**src/rtl/regfile_write_arbiter.sv**
```systemverilog
// Shares the single regfile write port between CPU writeback and NUM_AUX
// req/ack requesters, with CPU priority, round-robin aux service and starvation relief.
module regfile_write_arbiter #(
    parameter int NUM_AUX      = 3,
    parameter int STARVE_LIMIT = 4
) (
    input  logic                    clock,
    input  logic                    ctrl_reset,
    input  logic                    cpu_writeEn,
    input  logic [4:0]              cpu_writeReg,
    input  logic [31:0]             cpu_writeData,
    output logic                    cpu_stall,
    input  logic [NUM_AUX-1:0]      aux_req,
    input  logic [5*NUM_AUX-1:0]    aux_writeReg,
    input  logic [32*NUM_AUX-1:0]   aux_writeData,
    output logic [NUM_AUX-1:0]      aux_ack,
    output logic                    ctrl_writeEn,
    output logic [4:0]              ctrl_writeReg,
    output logic [31:0]             data_writeReg
);

    localparam int PW = (NUM_AUX > 1) ? $clog2(NUM_AUX) : 1;
    localparam int CW = $clog2(STARVE_LIMIT + 1);

    typedef enum logic {NORMAL, FORCE} state_t;

    state_t          state, state_next;
    logic [PW-1:0]   rr_ptr, rr_next;
    logic [CW-1:0]   starve_cnt, cnt_next;
    logic            stall_next;
    logic            wen_next;
    logic [4:0]      reg_next;
    logic [31:0]     data_next;
    logic            grant_valid;
    logic [PW-1:0]   grant_idx;
    logic            do_grant;
    logic [NUM_AUX-1:0] ack_raw;
    logic [4:0]      grant_reg;
    logic [31:0]     grant_data;

    // First pending requester at or above rr_ptr, wrapping around.
    always_comb begin
        grant_valid = 1'b0;
        grant_idx   = '0;
        for (int i = 0; i < NUM_AUX; i++) begin
            if (!grant_valid && aux_req[PW'((int'(rr_ptr) + i) % NUM_AUX)]) begin
                grant_valid = 1'b1;
                grant_idx   = PW'((int'(rr_ptr) + i) % NUM_AUX);
            end
        end
    end

    assign grant_reg  = aux_writeReg[int'(grant_idx)*5 +: 5];
    assign grant_data = aux_writeData[int'(grant_idx)*32 +: 32];

    always_comb begin
        state_next = state;
        cnt_next   = starve_cnt;
        rr_next    = rr_ptr;
        stall_next = 1'b0;
        wen_next   = 1'b0;
        reg_next   = ctrl_writeReg;
        data_next  = data_writeReg;
        do_grant   = 1'b0;
        ack_raw    = '0;

        case (state)
            NORMAL: begin
                if (cpu_writeEn) begin
                    wen_next  = 1'b1;
                    reg_next  = cpu_writeReg;
                    data_next = cpu_writeData;
                    if (|aux_req) begin
                        cnt_next = (starve_cnt >= CW'(STARVE_LIMIT - 1)) ? CW'(STARVE_LIMIT)
                                                                        : starve_cnt + 1'b1;
                        if (cnt_next == CW'(STARVE_LIMIT)) begin
                            state_next = FORCE;
                            stall_next = 1'b1;
                        end
                    end else begin
                        cnt_next = '0;
                    end
                end else begin
                    cnt_next = '0;
                    do_grant = grant_valid;
                end
            end
            FORCE: begin
                // CPU is holding its write; it re-presents it next cycle.
                state_next = NORMAL;
                cnt_next   = '0;
                do_grant   = grant_valid;
            end
            default: state_next = NORMAL;
        endcase

        if (do_grant) begin
            ack_raw[grant_idx] = 1'b1;
            rr_next = (grant_idx == PW'(NUM_AUX - 1)) ? '0 : grant_idx + 1'b1;
            // Writes to r0 are acknowledged but never reach the regfile.
            if (grant_reg != 5'd0) begin
                wen_next  = 1'b1;
                reg_next  = grant_reg;
                data_next = grant_data;
            end
        end
    end

    assign aux_ack = ctrl_reset ? '0 : ack_raw;

    always_ff @(posedge clock) begin
        if (ctrl_reset) begin
            state         <= NORMAL;
            rr_ptr        <= '0;
            starve_cnt    <= '0;
            cpu_stall     <= 1'b0;
            ctrl_writeEn  <= 1'b0;
            ctrl_writeReg <= '0;
            data_writeReg <= '0;
        end else begin
            state         <= state_next;
            rr_ptr        <= rr_next;
            starve_cnt    <= cnt_next;
            cpu_stall     <= stall_next;
            ctrl_writeEn  <= wen_next;
            ctrl_writeReg <= reg_next;
            data_writeReg <= data_next;
        end
    end

endmodule
```
**config.mk**
```make
export PLATFORM = sky130hd
export DESIGN_NAME = regfile_write_arbiter
export DESIGN_NICKNAME = d
export VERILOG_FILES = /design/src/rtl/regfile_write_arbiter.sv
export SDC_FILE = /design/constraint.sdc
export NUM_CORES = 1
export LEC_CHECK = 0
export ABC_AREA = 1
export BUFFER_PORTS_ARGS = -buffer_cell sky130_fd_sc_hd__buf_4
export CORE_ASPECT_RATIO = 1.75
export CORE_UTILIZATION = 40
export DETAILED_ROUTE_END_ITERATION = 10
export GPL_ROUTABILITY_DRIVEN = 0
export PLACE_DENSITY = 0.78
export SYNTH_ARGS = -nofsm -noshare
export SYNTH_HDL_FRONTEND = slang
export SYNTH_SLANG_ARGS = --single-unit
```
**constraint.sdc**
```tcl
create_clock -name clock -period 2.25 [get_ports clock]
set_clock_uncertainty 0.05 [all_clocks]
set_input_delay 0.45 -clock clock [delete_from_list [all_inputs] [get_ports clock]]
set_output_delay 0.45 -clock clock [all_outputs]
set_load 0.005 [all_outputs]
```
* After elaboration in Yosys (flattened, before gate mapping)
Cells that the tools add are included.
** Storage, ports and cells
- Output and inout port bits :: 42
- Input port bits :: 154
- Register bits :: 45
** Cells by class
- Order comparisons :: 6
- Multiply operators :: 1
- Reductions and logical operators :: 8
- Bitwise gates (word level) :: 1
- Shifts and indexed selects :: 2
- Add/subtract/negate cells :: 4
- Divide/modulo/power cells :: 3
- Mux-type cells :: 42
- Equal/unequal tests :: 2
** Operators by type and width (count)
- 32-bit two-way mux :: 4
- 96-bit by 8-bit indexed part select with 32-bit output :: 1
- 32-bit by 3-bit remainder unit with 32-bit output, second input constant :: 2
- 3-bit by 3-bit remainder unit with 32-bit output, second input constant :: 1
- 5-bit two-way mux :: 4
- 1-bit two-way mux :: 18
- 3-bit two-way mux :: 5
- 15-bit by 6-bit indexed part select with 5-bit output :: 1
- 2-bit by 4-bit < comparator with 1-bit output, second input constant :: 3
- 2-bit two-way mux :: 4
- 1-bit binary-select mux with 2-bit select :: 3
- 3-bit case mux with 2 select lines :: 1
- 2-bit by 3-bit multiplier with 5-bit output, second input constant :: 1
- 5-bit nonzero test :: 1
- 1-bit case mux with 2 select lines :: 2
- 2-bit by 1-bit adder with 3-bit output, second input constant :: 1
- 2-bit by 2-bit adder with 3-bit output, second input constant :: 1
- 3-bit by 1-bit adder with 3-bit output, second input constant :: 1
- 3-bit equality test, second input constant :: 1
- 3-bit by 2-bit >= comparator with 1-bit output, second input constant :: 1
- 1-bit logical AND :: 3
- 2-bit by 3-bit < comparator with 1-bit output, second input constant :: 1
- 3-bit OR reduction :: 1
- 2-bit by 1-bit adder with 2-bit output, second input constant :: 1
- other kinds (6) :: 7

* Depth between registers and ports, before layout
Gate-level depths: netlist of the first run.
- Word-level depth :: 17
- Depth in mapped cells :: 20
- Gate-level depth less buffers :: 18

* Worst setup path before layout of the first run
Ideal clock, no wire load.
- Kind :: flip-flop to flip-flop
- Start :: register rr_ptr[0]
- End :: register data_writeReg[15]
- Arrival time :: 2294 ps
- Path buffers :: 3
- Stages on the path, launching flop included :: 15
- Period minus slack after synthesis :: 2459 ps
- Path slack :: -209 ps
- Setup time :: 115 ps
- Path through :: dfxtp_1 -> inv_1 -> ha_1 -> inv_1 -> nand3_1 -> nand2_2 -> nand4_1 -> nand2_2 -> buf_4 -> mux2i_1 -> nand3_2 -> buf_6 -> buf_4 -> a21oi_1 -> nor2_1
** Between the ends
- Longest elaborated chain between the ends :: 16
- Elaborated cells between the ends (all ways) :: 32
- Those cells by class :: 2 x add/sub; 1 x mul; 3 x div; 2 x shift; 19 x mux; 5 x reduce/logical
** RTL lines
- start: declaration :: line 28 : logic [PW-1:0] rr_ptr, rr_next;
- start signal: assignment :: line 122 : rr_ptr <= rr_next;
- branches (longest 15 deep; another with 32-bit by 3-bit remainder unit with 32-bit output)
- 32-bit two-way mux (*) :: line 97 : if (do_grant) begin
- end signal: assignment :: line 127 : data_writeReg <= data_next;
- end: declaration :: line 19 : output logic [31:0] data_writeReg
Every way passes the cells marked *. The select of a mux whose other input is x is not followed.
A chain may end at the register's enable or synchronous reset.

* Worst setup path after layout of the first run
- Start :: register rr_ptr[1]
- End :: output port aux_ack[1]
** Between the ends
- Longest elaborated chain between the ends :: 17
- Elaborated cells between the ends (all ways) :: 33
- Those cells by class :: 2 x add/sub; 3 x div; 2 x order compare; 21 x mux; 5 x reduce/logical
** RTL lines
- branches (longest 15 deep; another with 32-bit by 3-bit remainder unit with 32-bit output)
- 3-bit two-way mux (*) :: line 97
- 3-bit two-way mux (*) :: line 109 : assign aux_ack = ctrl_reset ? '0 : ack_raw;
- end: declaration :: line 16 : output logic [NUM_AUX-1:0] aux_ack,
Marks and branches as above.

==> parameters.txt, run 1 <==
Parameter                              Value

Floorplan
  Core Area ... just under 0.008 sq mm
  Effective utilization at floorplan ... 0.411
  DIE AREA ... approximately 0.0085 sq mm
  Top-level I/O count ... between 150 and 200
  Site Rows ... 43
  Chip Height ... roughly 120 um
  Width of the die ... ~70 um

Global routing
  GRT overflow ... 0
  Largest net degree at the start of global routing ... 40
  Total routing usage reported by global routing ... 0.285
  Number of global-route vias before repair ... roughly 4300
  Number of antenna violations at the first check in global routing ... 0
  First-pass GRT wire length ... a little under 20000 um

Min path
  Class of the tightest hold or removal check ... input port to flop
  Start point of the worst hold path ... ctrl_reset

Clocking
  CTS root buf ... sky130_fd_sc_hd__clkbuf_16
  Post-CTS clock slew at the launch and capture registers of the worst setup and hold paths ... approximately 60 ps
  CTS tree ... done
  Clock latency on the worst-skew pair ... 280 ps
  Sink Count ... between 40 and 50
  Inserted Clock Buffers ... 5
  Number of hold buffers added after CTS ... 0
  Clock Tree Buf Depth ... 2
  H-Tree Depth ... 2

Layout
  Layout cells sized above 1 ... 0.483
  Final Instance Area ... around 0.0059 sq mm
  Utilization of the core after routing ... 0.741
  Final standard cell count with taps included and fillers excluded ... 831
  Number of nets in the layout ... 900
  Signed area change from the synthesized netlist to the final layout ... 80.4%
  Diodes inserted ... 0

Status
  Violated checks ... setup timing
  Outcome ... finished, violations left

Worst setup path
  Crit path from ... rr_ptr[1]
  CP arrival ... between 2000 and 2500 ps
  Slack of the worst reg-to-reg path ... -420 ps
  Startpoint Class ... flop
  Critical R2R Launch ... rr_ptr[0]
  Worst-path fanout max ... 5
  Capturing element type of the critical path ... primary output
  Crit Path Category ... flop to primary output
  Required time of the critical path ... around 1800 ps

Drt
  Post-detailed-route via-to-cell ratio ... about 5.5
  Routed length per instance ... 16.2 um
  Number of nets with antenna violations after routing ... 0
  Post-route DRC violation count ... 0
  Total number of vias ... ~4500
  WL final ... about 13000 um
  Drt initial violations ... between 200 and 300
  Iteration count of the initial detailed-routing pass ... 5

Placement
  DP Cell Count ... 802
  Post-detail-place hpwl ... 8760 um
  Placed Instance Area ... approximately 0.0050 sq mm
  Port Buffers ... slightly below 200

Pwr
  IR Drop Worst-Case VDD ... roughly 2.6 mV
  Pwr Density ... between 1500 and 2000 mW/mm^2
  Leak pwr ... around 0.003 uW

Synthesis
  Leading cell types by total area after synthesis ... sky130_fd_sc_hd__dfxtp_1, sky130_fd_sc_hd__nand2_1, sky130_fd_sc_hd__a21oi_1
  Number of library cell types mapped by synthesis ... 29
  Combinational family with the most area after synthesis ... simple AND/OR/NAND/NOR gates
  Adder and majority cell fraction of the synthesized area ... 0.0231
  Area leader, netlist ... sky130_fd_sc_hd__dfxtp_1
  Post-synthesis mux area share ... 0.00616
  Synth Area in Simple Gates ... 0.417
  Synthesized-area fraction occupied by xor and xnor cells ... 0
  Post-synthesis average cell area ... 6.18 sq um
  Number of storage elements in the synthesis netlist ... 44
  Fraction of the yosys area taken by sequential cells ... 0.271
  Fraction of the mapped netlist area in compound gates ... 0.193
  Synthesis warning total ... 0
  Portion of synthesized cell area occupied by the leading cell type ... 0.271
  Synthesized netlist net count ... just under 700
  Post-synthesis instance total ... 526
  Area of the mapped netlist ... about 0.0032 sq mm

Timing
  Rel. slew slack ... 0.660
  Final hold vios ... 0
  Unrepaired setup endpoints after global routing ... yes
  Peak clock frequency supported by timing ... approximately 0.37 GHz
  Transition time at the pin with the least slew margin ... approximately 510 ps
  PnR worst setup slack ... -431 ps
  # setup viols final ... 42
  Final worst-path cycle share ... 1.19
  Max-slew violation count ... 0
  Final worst path period need ... roughly 2700 ps

Flow run
  Max-cap violations ... 0
-- cells by family after synthesis --
| family | after synthesis |
|---|---|
| compound gates | 98 |
| simple gates | 310 |
| mux | 2 |
| flops | 44 |
| buf+inv | 66 |
| fa+ha+maj | 6 |
-- area by class of cell --
cell class	count	area, sq um
clock buffer	6	129
sequential	44	888
timing repair buffer	244	2030
inverter	29	119
fill	623	2050
clock inverter	2	35.0
tap	90	113
multi-input combinational	416	2540
-- routing by layer --
layer	up-vias	GRT usage	routed length [um]	part of all wire
met5	-	0	0	0
met4	0	0.125	474	0.035
met3	47	0.0440	923	0.069
met2	240	0.531	7220	0.54
met1	2093	0.314	4820	0.36
li1	2154	-	-	-
-- timing repair --
action / 4_1_cts / 5_1_grt
setup endpoints to repair: 41 / 42
setup buffers: 12 / 7
pin swaps: 16 / 26
cloned: 2 / 3
resized for setup: 46 / 75
-- worst paths after layout --
| kind | to | depth (start not counted) |
|---|---|---|
| worst max-delay path | aux_ack[1] | 12 |
| worst min register to register | starve_cnt[0] | 3 |
| worst min-delay path | ctrl_writeReg[0] | 2 |
| worst max register to register | ctrl_writeReg[3] | 17 |
-- Yosys cell counts --
cell	count
sky130_fd_sc_hd__nand3_1	39
sky130_fd_sc_hd__nand3_2	12
sky130_fd_sc_hd__nor2_1	57
sky130_fd_sc_hd__a21boi_2	1
sky130_fd_sc_hd__a221oi_1	9
sky130_fd_sc_hd__buf_1	6
sky130_fd_sc_hd__buf_4	4
sky130_fd_sc_hd__a22o_1	20
sky130_fd_sc_hd__nor2_2	1
sky130_fd_sc_hd__nor3_1	5
sky130_fd_sc_hd__nand2_1	182
sky130_fd_sc_hd__clkbuf_1	19
sky130_fd_sc_hd__ha_1	6
sky130_fd_sc_hd__nand2_2	8
sky130_fd_sc_hd__o21ai_0	5
sky130_fd_sc_hd__inv_1	25
sky130_fd_sc_hd__mux2i_1	2
sky130_fd_sc_hd__nand4_2	1
sky130_fd_sc_hd__a21oi_4	1
sky130_fd_sc_hd__a21oi_1	59
sky130_fd_sc_hd__inv_2	4
sky130_fd_sc_hd__nand4_1	3
sky130_fd_sc_hd__nor2_8	1
sky130_fd_sc_hd__dfxtp_1	44
sky130_fd_sc_hd__o21ai_2	1
sky130_fd_sc_hd__buf_2	5
sky130_fd_sc_hd__a211oi_1	2
sky130_fd_sc_hd__buf_6	3
sky130_fd_sc_hd__nand2_4	1
-- where the power goes --
part,internal [uW],switching (uW),leakage (uW)
clock network,522,296,0.0000808
registers,1090,175,0.000366
logic,3950,4510,0.00256
-- critical path, cell delays in order (launching register included) --
cell and delay, ps:
sky130_fd_sc_hd__dfxtp_4 360, sky130_fd_sc_hd__inv_4 70, sky130_fd_sc_hd__ha_4 170, sky130_fd_sc_hd__inv_4 60
sky130_fd_sc_hd__nand2_4 80, sky130_fd_sc_hd__nand2_4 60, sky130_fd_sc_hd__a21oi_4 220, sky130_fd_sc_hd__buf_6 130
sky130_fd_sc_hd__nand3_4 100, sky130_fd_sc_hd__buf_6 140, sky130_fd_sc_hd__mux2i_2 170, sky130_fd_sc_hd__nor3_2 200
sky130_fd_sc_hd__buf_4 140
-- layout by cell type (no fill, tap or decap), types with 5 or more instances in the layout --
cell                        Yosys  final
sky130_fd_sc_hd__inv_1         25     22
sky130_fd_sc_hd__dfxtp_1       44     42
sky130_fd_sc_hd__a21oi_2        0     16
sky130_fd_sc_hd__nor2_1        57     51
sky130_fd_sc_hd__buf_6          3     11
sky130_fd_sc_hd__nand3_1       39     20
sky130_fd_sc_hd__buf_4          4    222
sky130_fd_sc_hd__a22o_1        20     20
sky130_fd_sc_hd__nand2_4        1     11
sky130_fd_sc_hd__nand3_2       12     25
sky130_fd_sc_hd__nand2_1      182    163
sky130_fd_sc_hd__nand2_2        8     15
sky130_fd_sc_hd__buf_12         0      7
sky130_fd_sc_hd__o21ai_0        5      5
sky130_fd_sc_hd__a221oi_1       9      7
sky130_fd_sc_hd__nand3_4        0      6
sky130_fd_sc_hd__clkbuf_16      0      8
sky130_fd_sc_hd__a21oi_1       59     40
-- metrics by stage --
step | worst slack [ps] | hold slack (ps) | power (uW) | setup TNS [ps]
after global placement | -185 | 463 | 7240 | -4940
after CTS | -284 | 381 | 9340 | -9960
after detailed placement | -327 | 478 | 7390 | -9690
final | -431 | 384 | 10500 | -15310
after global routing | -533 | 385 | 11200 | -19960
after floorplan | -2.51 | 451 | 5210 | -26.6
-- state kept, by name, summed over array words and instances (netlist names) --
register and count:
data_writeReg 32, ctrl_writeReg 5, starve_cnt 3, rr_ptr 2, cpu_stall 1, ctrl_writeEn 1
No activity file was read; power rests on OpenSTA's default activity.
==> inputs of run 2 (changes only) <==
--- a/constraint.sdc
+++ b/constraint.sdc
@@ -4,2 +4,2 @@
 set_output_delay 0.45 -clock clock [all_outputs]
-set_load 0.005 [all_outputs]
+set_load 0.02 [all_outputs]
==> parameters.txt, run 2 (synthesized netlist as in run 1, its figures left out) <==
Parameter                              Value

Layout
  Leading cell type in the layout, fill and taps excluded ... sky130_fd_sc_hd__buf_4
  FILL cells ... a little over 600
  Number of flip-flops in the largest register ... 32
  Most flops, register ... data_writeReg
  Top flop regs ... data_writeReg: 32 flops, ctrl_writeReg: 5 flops, starve_cnt: 3 flops
  Signed area change from the synthesized netlist to the final layout ... 77.1%
  Total area of multi-input combinational cells ... between 0.002 and 0.0025 sq mm
  Layout cells sized above 1 ... 0.453
  Area occupied by registers ... about 900 sq um
  Number of nets in the layout ... about 900
  Highest-count cells in the layout ignoring fill and taps ... sky130_fd_sc_hd__buf_4, sky130_fd_sc_hd__nand2_1, sky130_fd_sc_hd__nor2_1
  Diodes inserted ... 0

Timing
  Final worst path period need ... roughly 2700 ps
  # setup viols final ... 41
  Peak clock frequency supported by timing ... around 0.38 GHz
  Max-slew violation count ... 0
  Worst-case hold slack ... 369 ps
  Unrepaired setup endpoints after global routing ... yes
  Rel. slew slack ... 0.708
  Final worst-path cycle share ... 1.18
  PnR worst setup slack ... -416 ps
  Final hold vios ... 0
  Transition time at the pin with the least slew margin ... between 400 and 500 ps
  TNS Setup ... -14700 ps

Floorplan
  Top-level I/O count ... 196
  DIE AREA ... roughly 0.0085 sq mm
  Core Area ... 0.00791 sq mm
  Site Rows ... 43
  Chip Height ... between 100 and 150 um
  Effective utilization at floorplan ... 0.411
  Width of the die ... ~70 um

Drt
  Number of nets with antenna violations after routing ... 0
  Iteration count of the initial detailed-routing pass ... 4
  WL final ... 14100 um
  Post-route DRC violation count ... 0
  Post-detailed-route via-to-cell ratio ... about 5.4
  Routed length per instance ... 16.9 um
  Drt initial violations ... 328
  Total number of vias ... about 4500

Clocking
  Number of hold buffers added after CTS ... 0
  Clock latency on the worst-skew pair ... between 200 and 300 ps
  H-Tree Depth ... 2
  Inserted Clock Buffers ... 5
  CTS tree ... done
  Sink Count ... 44
  Post-CTS clock slew at the launch and capture registers of the worst setup and hold paths ... 70 ps
  CTS root buf ... sky130_fd_sc_hd__clkbuf_16
  Clock Tree Buf Depth ... 2

Status
  Violated checks ... setup timing
  Outcome ... finished, violations left

Worst setup path
  Critical-path cell with the highest stage delay ... sky130_fd_sc_hd__dfxtp_4
  Max stage delay on crit path ... roughly 380 ps
  Crit Path Category ... flop to primary output
  Critical Path, Cell by Cell ... inv_4, ha_4, inv_4, a21oi_4, buf_6, nand4_1, nand2_2, buf_4, buf_4, nor2_4, buf_4
  Worst-path fanout max ... 5
  Buffering stage count on the worst path with inverters included ... 6
  CP arrival ... 2170 ps
  Category of cells accounting for the largest share of critical-path delay ... buffers and inverters
  Startpoint Class ... flop
  Capturing element type of the critical path ... primary output
  CP most frequent cell ... sky130_fd_sc_hd__buf_4
  Required time of the critical path ... ~1800 ps

Pwr
  IR Drop Worst-Case VDD ... about 1.4 mV
  Leak pwr ... roughly 0.003 uW
  Pwr Density ... roughly 1900 mW/mm^2

Min path
  Class of the tightest hold or removal check ... input port to flop

Global routing
  Largest net degree at the start of global routing ... 70
  First-pass GRT wire length ... 20300 um
  GRT overflow ... 0
  Total routing usage reported by global routing ... 0.306
  Number of global-route vias before repair ... 4322
  Number of antenna violations at the first check in global routing ... 0

Placement
  Post-detail-place hpwl ... between 9000 and 10000 um
  Port Buffers ... roughly 200

Flow run
  Max-cap violations ... 0
==> run 2: path summary, 6_finish.rpt <==
| check | startpoint | endpoint | slack [ps] | cells past startpoint |
|---|---|---|---|---|
| setup / recovery | rr_ptr[0] | aux_ack[2] | -420 | 11 |
| hold / removal | ctrl_reset | ctrl_writeReg[3] | 370 | 2 |
| setup reg to reg | rr_ptr[0] | ctrl_writeReg[0] | -400 | 18 |
| hold reg to reg | starve_cnt[2] | starve_cnt[0] | 490 | 3 |
==> run 2: metrics by stage <==
step           area, sq um  utilization  setup WS, ps  cells  total power, uW
2_1_floorplan         3330            -         -13.5    526             5550
3_3_place_gp          5000        0.632          -195    807             7670
3_5_place_dp          5000        0.632          -372    807             7830
4_1_cts               5500        0.696          -361    826             9890
5_1_grt               5750        0.728          -540    839            11400
6_report              5750        0.728          -416    839            10800
==> run 2: cell type report <==
cell class,count,share of cell area
clock inverter,2,0.00674
timing repair buffer,252,0.359
clock buffer,6,0.0241
multi-input combinational,416,0.415
sequential,44,0.154
inverter,29,0.0211
tap,90,0.0196
==> run 2: metal layers <==
metal / share of wire / global-route usage
met2: 0.54 / 0.575
met4: 0.063 / 0.200
met5: 0 / 0
met3: 0.066 / 0.0432
met1: 0.33 / 0.307
==> run 2: what timing repair did <==
action | in CTS | in global routing
gates resized for setup | 38 | 33
hold endpoints to repair | 0 | 0
buffers inserted | 7 | 12
pin swaps | 14 | 21
endpoints found under the setup margin | 41 | 43
gates cloned | 4 | 1
==> run 2: worst reg2reg max path: stages, from the launching register on <==
cell                      delay [ps]
sky130_fd_sc_hd__dfxtp_4         380
sky130_fd_sc_hd__inv_4            50
sky130_fd_sc_hd__ha_4            300
sky130_fd_sc_hd__inv_4            60
sky130_fd_sc_hd__a21oi_4         220
sky130_fd_sc_hd__buf_6           150
sky130_fd_sc_hd__nand4_4          80
sky130_fd_sc_hd__nand2_4         100
sky130_fd_sc_hd__buf_6           140
sky130_fd_sc_hd__nor2_8           70
sky130_fd_sc_hd__nand2_2          60
sky130_fd_sc_hd__nand3_2         100
sky130_fd_sc_hd__nor2_4          150
sky130_fd_sc_hd__nand3_4         100
sky130_fd_sc_hd__buf_12          150
sky130_fd_sc_hd__buf_12          140
sky130_fd_sc_hd__nand2_4          80
sky130_fd_sc_hd__nand2_1          80
sky130_fd_sc_hd__a21oi_2         120
==> run 2: report_power, final <==
part	switching, uW	internal, uW	total, uW
logic	4640	3980	8630
clock network	317	556	873
registers	180	1090	1270
==> inputs of run 3 (changes only) <==
- CORE_UTILIZATION: 40 -> 44
- PLACE_DENSITY: 0.78 -> 0.81
- clock period: 2.25 -> 3.05 ns (I/O delays scaled with it)
==> parameters.txt, run 3 (synthesized netlist as in run 1, its figures left out) <==
Parameter                              Value

Status
  Outcome ... finished clean

Worst setup path
  Capturing element type of the critical path ... primary output
  R2R cell count ... 13
  Required time of the critical path ... between 2000 and 2500 ps
  Startpoint Class ... flop
  Worst-path fanout max ... 7
  Crit Path Category ... flop to primary output
  CP arrival ... about 2200 ps

Clocking
  Inserted Clock Buffers ... 5
  Clock Tree Buf Depth ... 2
  CTS tree ... done
  Sink Count ... 44
  CTS root buf ... sky130_fd_sc_hd__clkbuf_16
  Clock latency on the worst-skew pair ... ~280 ps
  H-Tree Depth ... 2
  Post-CTS clock slew at the launch and capture registers of the worst setup and hold paths ... 60 ps
  Number of hold buffers added after CTS ... 0

Flow run
  Max-cap violations ... 0

Timing
  TNS Setup ... 0 ps
  Final worst-path cycle share ... 0.940
  Final worst path period need ... 2870 ps
  Worst-case hold slack ... about 500 ps
  Unrepaired setup endpoints after global routing ... no
  Peak clock frequency supported by timing ... roughly 0.35 GHz
  Final hold vios ... 0
  Transition time at the pin with the least slew margin ... 728 ps
  Max-slew violation count ... 0
  # setup viols final ... 0
  Rel. slew slack ... 0.515

Layout
  FILL cells ... about 680
  Signed area change from the synthesized netlist to the final layout ... 52.8%
  Area occupied by registers ... 881 sq um
  Most flops, register ... data_writeReg
  Number of nets in the layout ... around 860
  Highest-count cells in the layout ignoring fill and taps ... sky130_fd_sc_hd__buf_4, sky130_fd_sc_hd__nand2_1, sky130_fd_sc_hd__a21oi_1
  Final Instance Area ... roughly 0.005 sq mm
  Leading cell type in the layout, fill and taps excluded ... sky130_fd_sc_hd__buf_4
  Number of flip-flops in the largest register ... 32
  Layout cells sized above 1 ... 0.359
  Top flop regs ... data_writeReg: 32 flops, ctrl_writeReg: 5 flops, starve_cnt: 3 flops
  Total area of multi-input combinational cells ... ~0.0021 sq mm
  Diodes inserted ... 0

Drt
  Routed length per instance ... roughly 15 um
  WL final ... between 10000 and 15000 um
  Number of nets with antenna violations after routing ... 0
  Iteration count of the initial detailed-routing pass ... 5
  Drt initial violations ... 239
  Post-detailed-route via-to-cell ratio ... 5.28
  Post-route DRC violation count ... 0
  Total number of vias ... 4177

Pwr
  Pwr Density ... about 1200 mW/mm^2
  Leak pwr ... approximately 0.0027 uW
  Overall power after layout ... between 5000 and 6000 uW
  IR Drop Worst-Case VDD ... approximately 0.96 mV

Global routing
  First-pass GRT wire length ... around 17000 um
  M2 GR Usage ... 0.537
  Number of global-route vias before repair ... between 3000 and 4000
  Largest net degree at the start of global routing ... 70
  Number of antenna violations at the first check in global routing ... 0
  GRT overflow ... 0
  Met3 capacity usage during global routing ... 0.0374
  Total routing usage reported by global routing ... 0.291
  Met1 demand-to-capacity share in global routing ... 0.329
  Busiest layer in global routing ... met2

Placement
  Port Buffers ... between 150 and 200
  Post-detail-place hpwl ... around 8300 um
  Placed Instance Area ... approximately 0.0047 sq mm

Floorplan
  Core Area ... about 0.0072 sq mm
  DIE AREA ... a little under 0.008 sq mm
  Chip Height ... between 100 and 150 um
  Site Rows ... 41
  Top-level I/O count ... slightly below 200
  Effective utilization at floorplan ... 0.452
  Width of the die ... about 67 um

Min path
  Class of the tightest hold or removal check ... flop to flop
  Depth of the worst hold-timing path ... 2
[run 3: timing repair]
action	CTS	global route
gates resized for setup	0	8
buffers inserted	0	2
endpoints found under the setup margin	0	38
[run 3: critical path, cell delays in order, from the launching register on]
cell and delay [ps]:
sky130_fd_sc_hd__dfxtp_1 360, sky130_fd_sc_hd__inv_1 80, sky130_fd_sc_hd__ha_1 370, sky130_fd_sc_hd__nand2_1 140, sky130_fd_sc_hd__nor2_4 50, sky130_fd_sc_hd__a21oi_4 170, sky130_fd_sc_hd__nand4_1 130, sky130_fd_sc_hd__nand2_2 180
sky130_fd_sc_hd__nand2_4 110, sky130_fd_sc_hd__nor3_2 150, sky130_fd_sc_hd__buf_4 170
[run 3: final cells by class]
cell class	instances	share of cell area
Clock buffer	5	0.0252
Clock inverter	3	0.00933
Inverter	29	0.0227
Multi-Input combinational cell	416	0.423
Sequential cell	44	0.177
Tap cell	86	0.0217
Timing Repair Buffer	207	0.319
Timing Repair inverter	1	0.00151
[run 3: metrics by stage]
stage,setup slack (ps),utilization,instances
2_1_floorplan,314,-,526
3_3_place_gp,295,0.657,779
3_5_place_dp,147,0.657,779
4_1_cts,88.1,0.681,787
5_1_grt,37.9,0.691,791
6_report,184,0.691,791
[run 3: per-layer routing]
metal | wire, um | vias to the layer above
met2 | 6250 | 209
met1 | 4280 | 1862
met3 | 912 | 22
li1 | - | 2084
met4 | 323 | 0
met5 | 0 | -
[run 3: worst paths after layout]
kind / startpoint / to / slack, ps
hold / removal: rr_ptr[0] / rr_ptr[0] / 500
setup / recovery: rr_ptr[0] / aux_ack[0] / 180
setup reg to reg: rr_ptr[0] / ctrl_writeReg[0] / 250
hold reg to reg: rr_ptr[0] / rr_ptr[0] / 500
[run 3: power breakdown]
part | switching, uW | total [uW] | internal, uW
sequential | 117 | 910 | 793
clock | 230 | 619 | 389
combinational | 2730 | 4420 | 1690
total | 3080 | 5950 | 2870
